==> src/rtl/mem_wb_stage.sv <==
// MEM->WB pipeline register and writeback-select stage.
// Captures the MEM-stage instruction, extracts and extends load data,
// selects the writeback value, and drives the register file write port,
// the EX forwarding bus and the retired-instruction counter.
module mem_wb_stage #(
    parameter int unsigned XLEN  = 32,
    parameter int unsigned CNT_W = 64
) (
    input  logic             clk,
    input  logic             rst_n,
    input  logic             stall,
    input  logic             flush,
    input  logic             mem_valid,
    input  logic             mem_regwrite,
    input  logic [4:0]       mem_rd,
    input  logic [1:0]       mem_wbsel,
    input  logic [2:0]       mem_funct3,
    input  logic [1:0]       mem_addr_lo,
    input  logic [XLEN-1:0]  mem_alu_out,
    input  logic [XLEN-1:0]  mem_rdata,
    input  logic [XLEN-1:0]  mem_pc,
    input  logic [XLEN-1:0]  mem_imm,
    output logic             rf_load,
    output logic [4:0]       rf_dest,
    output logic [XLEN-1:0]  rf_in,
    output logic             fwd_valid,
    output logic [4:0]       fwd_rd,
    output logic [XLEN-1:0]  fwd_data,
    output logic [CNT_W-1:0] instret
);

    localparam logic [1:0] WbAlu  = 2'd0;
    localparam logic [1:0] WbLoad = 2'd1;
    localparam logic [1:0] WbPc4  = 2'd2;
    localparam logic [1:0] WbImm  = 2'd3;

    localparam logic [2:0] F3Lb  = 3'b000;
    localparam logic [2:0] F3Lh  = 3'b001;
    localparam logic [2:0] F3Lw  = 3'b010;
    localparam logic [2:0] F3Lbu = 3'b100;
    localparam logic [2:0] F3Lhu = 3'b101;

    logic             wb_valid;
    logic             wb_regwrite;
    logic [4:0]       wb_rd;
    logic [1:0]       wb_wbsel;
    logic [2:0]       wb_funct3;
    logic [1:0]       wb_addr_lo;
    logic [XLEN-1:0]  wb_alu_out;
    logic [XLEN-1:0]  wb_rdata;
    logic [XLEN-1:0]  wb_pc;
    logic [XLEN-1:0]  wb_imm;
    logic [CNT_W-1:0] instret_cnt;

    logic [7:0]       load_byte;
    logic [15:0]      load_half;
    logic [XLEN-1:0]  load_data;
    logic [XLEN-1:0]  wb_value;
    logic             write_en;

    // WB pipeline register: stall holds everything, flush inserts a bubble.
    // On flush only wb_valid is cleared; the stale payload cannot write.
    always_ff @(posedge clk or negedge rst_n) begin
        if (!rst_n) begin
            wb_valid    <= 1'b0;
            wb_regwrite <= 1'b0;
            wb_rd       <= 5'd0;
            wb_wbsel    <= 2'd0;
            wb_funct3   <= 3'd0;
            wb_addr_lo  <= 2'd0;
            wb_alu_out  <= '0;
            wb_rdata    <= '0;
            wb_pc       <= '0;
            wb_imm      <= '0;
        end else if (!stall) begin
            if (flush) begin
                wb_valid <= 1'b0;
            end else begin
                wb_valid    <= mem_valid;
                wb_regwrite <= mem_regwrite;
                wb_rd       <= mem_rd;
                wb_wbsel    <= mem_wbsel;
                wb_funct3   <= mem_funct3;
                wb_addr_lo  <= mem_addr_lo;
                wb_alu_out  <= mem_alu_out;
                wb_rdata    <= mem_rdata;
                wb_pc       <= mem_pc;
                wb_imm      <= mem_imm;
            end
        end
    end

    // Retired-instruction counter: one count per instruction leaving WB.
    always_ff @(posedge clk or negedge rst_n) begin
        if (!rst_n) begin
            instret_cnt <= '0;
        end else if (wb_valid && !stall) begin
            instret_cnt <= instret_cnt + CNT_W'(1);
        end
    end

    // Little-endian byte/half extraction and sign/zero extension of load data.
    always_comb begin
        load_byte = 8'h00;
        unique case (wb_addr_lo)
            2'd0: load_byte = wb_rdata[7:0];
            2'd1: load_byte = wb_rdata[15:8];
            2'd2: load_byte = wb_rdata[23:16];
            2'd3: load_byte = wb_rdata[31:24];
            default: load_byte = 8'h00;
        endcase
        // addr_lo[0] is ignored for halfword loads
        load_half = wb_addr_lo[1] ? wb_rdata[31:16] : wb_rdata[15:0];
        case (wb_funct3)
            F3Lb:    load_data = {{(XLEN-8){load_byte[7]}}, load_byte};
            F3Lh:    load_data = {{(XLEN-16){load_half[15]}}, load_half};
            F3Lw:    load_data = wb_rdata;
            F3Lbu:   load_data = {{(XLEN-8){1'b0}}, load_byte};
            F3Lhu:   load_data = {{(XLEN-16){1'b0}}, load_half};
            default: load_data = wb_rdata;
        endcase
    end

    // Writeback value select; pc+4 wraps modulo 2^XLEN.
    always_comb begin
        wb_value = wb_alu_out;
        unique case (wb_wbsel)
            WbAlu:   wb_value = wb_alu_out;
            WbLoad:  wb_value = load_data;
            WbPc4:   wb_value = wb_pc + XLEN'(4);
            WbImm:   wb_value = wb_imm;
            default: wb_value = wb_alu_out;
        endcase
    end

    // Register file / forwarding outputs depend only on WB registers.
    // Writes to x0 are suppressed so the bypass never forwards to x0.
    always_comb begin
        write_en  = wb_valid & wb_regwrite & (wb_rd != 5'd0);
        rf_load   = write_en;
        rf_dest   = write_en ? wb_rd : 5'd0;
        rf_in     = wb_value;
        fwd_valid = write_en;
        fwd_rd    = write_en ? wb_rd : 5'd0;
        fwd_data  = wb_value;
        instret   = instret_cnt;
    end

endmodule
==> config.mk <==
export PLATFORM = sky130hd
export DESIGN_NAME = mem_wb_stage
export DESIGN_NICKNAME = d
export VERILOG_FILES = /design/src/rtl/mem_wb_stage.sv
export SDC_FILE = /design/constraint.sdc
export NUM_CORES = 1
export LEC_CHECK = 0
export CAP_MARGIN = 0
export CORE_MARGIN = 3
export CORE_UTILIZATION = 40
export CTS_CLUSTER_DIAMETER = 100
export DETAILED_ROUTE_END_ITERATION = 10
export PLACE_DENSITY = 0.66
export REMOVE_ABC_BUFFERS = 1
export SYNTH_ARGS = -nofsm -noshare
export SYNTH_HDL_FRONTEND = slang
export SYNTH_SLANG_ARGS = --single-unit
==> constraint.sdc <==
create_clock -name clk -period 2.9 [get_ports clk]
set_input_delay 0.435 -clock clk [delete_from_list [all_inputs] [get_ports clk]]
set_output_delay 0.435 -clock clk [all_outputs]
set_load 0.02 [all_outputs]
### Word level (Yosys, flattened, before mapping)

Cells that the tools add are included.

* bits in registers: 206
* latch bits: 0
* RAM bits: 0
* bits in read-only memories: 0
* output and inout bits: 140
* logic and storage cells: 39
* memories: 0

* $add $sub $neg: 2
* $mul: 0
* div/mod/pow operators: 0
* order comparisons: 0
* equal/unequal tests: 9
* shift-type cells: 0
* mux-type cells: 6
* bitwise logic cells: 4
* reduce and logical (&&, ||, !) cells: 7

Operators by type and width (count)
* $pmux 32 s4: 2
* $add 64x1->64 const B: 1
* $add 32x3->32 const B: 1
* $pmux 8 s4: 1
* $mux 16: 1
* $eq 2x2->1 const B: 4
* $eq 3x3->1 const B: 2
* $mux 5: 1
* $reduce_bool 5->1: 1
* $eq 2x1->1 const B: 2
* $logic_not 2->1: 2
* $eq 3x1->1 const B: 1
* $logic_not 3->1: 1
* $and 1x1->1: 2
* $not 1->1: 2
* $reduce_and 2->1: 1
* $logic_and 1x1->1: 1
* $logic_not 1->1: 1
* $mux 1: 1

### Longest topological paths before layout

* depth in word-level cells: 4
* gate-level depth with buffers: 8
* mapped depth without buffers: 6

### Worst setup path after synthesis

OpenSTA, ideal clock, no wires.

* path kind: reg-to-output
* start point: reg wb_pc[2]
* end point: out rf_in[20]
* data arrival time: 2334 ps
* required time: 2465 ps
* setup slack: 131 ps
* stages on the path, launching flop included: 8
* path through: dfrtp_1 > ha_1 > nand4_1 > nor4_2 > nand3_1 > xor2_1 > a21boi_0 > buf_4

* cells in the longest elaborated chain, start to end: 2

Ends and longest elaborated chain
* start, declared: line 51 `logic [XLEN-1:0] wb_pc;`
* start signal, assigned: line 87 `wb_pc <= mem_pc;`
* $add 32x3->32: line 130 `WbPc4: wb_value = wb_pc + XLEN'(4);`
* $pmux 32 s4: line 127 `unique case (wb_wbsel)`
* end, declared: line 25 `output logic [XLEN-1:0] rf_in,`

No other way between the ends.

### Worst setup path in the final report

* start point: reg wb_addr_lo[0]
* end point: out fwd_data[26]

* cells in the longest elaborated chain, start to end: 4
* elaborated cells between the ends (all ways): 7
* those cells by class: eq/ne (3); mux (3); reduce/logical (1)

Ends and longest elaborated chain
* start, declared: line 48 `logic [1:0] wb_addr_lo;`
* start signal, assigned: line 84 `wb_addr_lo <= mem_addr_lo;`
* $eq 2x2->1 (tied with other cells): line 105 `unique case (wb_addr_lo)`
* $pmux 8 s4 *: line 105
* $pmux 32 s4 *: line 114 `case (wb_funct3)`
* $pmux 32 s4 *: line 127
* end, declared: line 28 `output logic [XLEN-1:0] fwd_data,`

Mark *: on every way between the ends. The rest lies on a longest branch, timed or not.

==> impl_metrics.ini <==
[logic_synthesis]
synth-seq-cells = 206
synth.distinct_cells = 58
yosysWarnings = 0
ys_seq_area_frac = 0.4922
synth_area_um2 = 10470
netlist_instances = 933
yosysTopAreaCell = dfrtp_1
yosysMostFrequentCell = dfrtp_1
ys_top_cells_by_area = dfrtp_1 49%, mux2_2 14%, xnor2_1 3.9%, xor2_1 3.3%, buf_4 2.8%
yosys.area.top_type_share = 0.4922
synth_ff_type = dfrtp_1
async_flop_share = 1.000
avgSynthCellArea_um2 = 11.23
yosys-top-cells-count = 206 x dfrtp_1, 133 x mux2_2, 64 x nand2_1, 47 x xnor2_1, 42 x nor2_1
synth_edf_count = 0

[grt]
grt_pass1_wl_um = 49490
grt_pass1_vias = 8815
antenna_found_initial = 9
grt_max_degree = 70
grt_util_all_layers = 0.2191
grt-ovfl-total = 0

[die]
die_h_um = 167.8
rows = 58
core_um2 = 25470
ioPinCount = 286
die_w_um = 167.8
die-area_um2 = 28160
start_util = 0.4112

[placement]
gp_congestion = 0.9208
port_buffers = 285
post-place-ws_ns = 0.03492
dpl_cell_area_um2 = 13820
dpl.hpwl_um = 23540

[pwr]
power_leakage_nw = 6.351
max-vdd-ir-drop_uv = 470.4
power_mw = 9.174
powerDensity_nw_per_um2 = 610.9

[flow_run]
maxCapViolCount = 0

[timing]
finalHoldViolations = 0
slew_viol_final = 0
skew_ns = 0.007178
relSlewSlack = 0.5624
fmax_mhz = 336.4
post-route-period-util = 1.025
worst_pin_slew_ns = 0.6504
period_needed_ns = 2.973
setup_violations = 16
rsz0062_at_grt = true
setup_slack_ns = -0.07285

[setup_path]
path_common_cell = buf_6
start_kind = flip-flop
required_ns = 2.47
r2r_setup_slack_ns = 0.76
cp.arrival_ns = 2.54
cp_max_fo = 8
crit_type = flip-flop to output port
cp-end-kind = output port
cp_cell_sequence = buf_6 -> mux2_4 -> a22o_4 -> o31ai_4 -> buf_6 -> buf_6 -> o221ai_2 -> buf_4
critical_path.max_stage_delay_ns = 0.42
cp_slowest_cell = dfrtp_1

[detailed_routing]
drcViolationCount = 0
vias_per_cell = 5.401
routed_wirelength_um = 32250
wire_per_inst_um = 20.26
drt_iter0_markers = 432
ant_nets = 0
vias = 8599
firstDrtPassIters = 4

[clock_tree]
h-tree-depth = 1
clkTransAtPathRegs_ns = 0.06
cts_buffers = 25
cts-root-buf = clkbuf_16
clkLatencyLatePin_ns = 0.52
cts_sinks = 206
tritoncts = yes
cts_buffer_depth = 3

[outcome]
violations = negative setup slack
run_status = complete, but fails checks

[final_layout]
fin_nets = 1390
drive_gt1_frac = 0.2982
syn2layout_area_growth_pct = 43.38
fin_area_um2 = 15020

[min_path]
min-delay-path-class = flip-flop to flip-flop
==> flip-flops by register name, summed over array words and instances, names as in the netlist <==
signal and flops:
instret 64, wb_alu_out 32, wb_imm 32, wb_pc 32, wb_rdata 32, wb_rd 5
wb_funct3 3, wb_addr_lo 2, wb_wbsel 2, wb_regwrite 1, wb_valid 1
==> worst paths after layout <==
path / start / end / cells after the start
setup / recovery: wb_addr_lo[0] / fwd_data[26] / 8
hold reg to reg: instret[63] / instret[63] / 1
min in group asynchronous: rst_n / wb_imm[1] / 2
max in group asynchronous: rst_n / instret[7] / 3
setup reg to reg: wb_valid / instret[53] / 5
hold / removal: instret[63] / instret[63] / 1
==> power by group <==
| part | total (mW) | internal, mW | leakage, nW | switching, mW |
|---|---|---|---|---|
| Sequential | 3.50 | 3.20 | 2.55 | 0.300 |
| Combinational | 2.68 | 1.29 | 3.41 | 1.39 |
| Clock | 3.00 | 1.80 | 0.389 | 1.20 |
| Total | 9.17 | 6.28 | 6.35 | 2.89 |
==> layout make-up <==
type                       instances  area [um^2]
clock inverter                     4        26.28
tap                              330        412.9
timing repair buffer             364         3410
inverter                          17        67.56
multi-input combinational        628         5172
clock buffer                      42        769.5
fill                            2098        10460
sequential                       206         5156
antenna                            1        2.502
==> logic make-up (layout without fill, tap and decap cells) <==
family / count (synthesis) / in the layout / synth area share
buf+inv: 99 / 427 / 0.05017
simple gates: 253 / 253 / 0.1373
flops: 206 / 206 / 0.4922
other cells: 0 / 1 / 0
mux: 144 / 144 / 0.1547
xor+xnor: 87 / 87 / 0.07275
compound gates: 142 / 142 / 0.09055
fa+ha+maj: 2 / 2 / 0.002389
==> per-stage QoR <==
stage | util | hold WS (ns) | setup TNS [ns] | instances
after floorplan | - | 0.1394 | -634.47 | 851
after detailed placement | 0.5427 | 0.4566 | 0 | 1528
final | 0.5895 | 0.4717 | -0.6424 | 1592
after CTS | 0.5759 | 0.4713 | -0.7508 | 1584
after global routing | 0.5895 | 0.5050 | -3.298 | 1592
after global placement | 0.5427 | 0.4546 | 0 | 1528
==> routing by layer <==
layer	global-route usage	vias to the layer above	part of all wire	wire, um
met5	0	-	0.0033	106
met4	0.06048	16	0.030	979
met3	0.07067	62	0.087	2795
met2	0.3587	313	0.47	15230
met1	0.2814	4252	0.41	13140
li1	-	3956	-	-
==> critical path: cells and delay by family, from the launching register on <==
kind            cells  cell delay (ns)
mux                 1             0.29
buf+inv             4             0.65
compound gates      3             0.66
flops               1             0.42
==> placed cells by master (no fill, tap or decap), types with 10 or more instances in the layout <==
master	count
nor3_1	10
nor2_1	37
and4_1	12
nand3_1	29
clkbuf_16	25
buf_4	77
buf_2	12
dfrtp_1	205
nand4_1	26
clkbuf_2	14
o21ai_0	25
and3_1	17
mux2_2	132
buf_6	30
xnor2_1	46
xor2_1	37
nand2_1	63
a22oi_1	17
a21oi_1	32
clkdlybuf4s50_1	220
inv_1	16
==> repair_timing <==
item / in CTS / in global routing
resized for setup: 264 / 117
endpoints found under the setup margin: 64 / 64
pin swaps: 11 / 20
hold buffers: 1 / 0
hold endpoints to repair: 54 / 0
buffers inserted: 9 / 8
No activity file was read; power rests on OpenSTA's default activity.
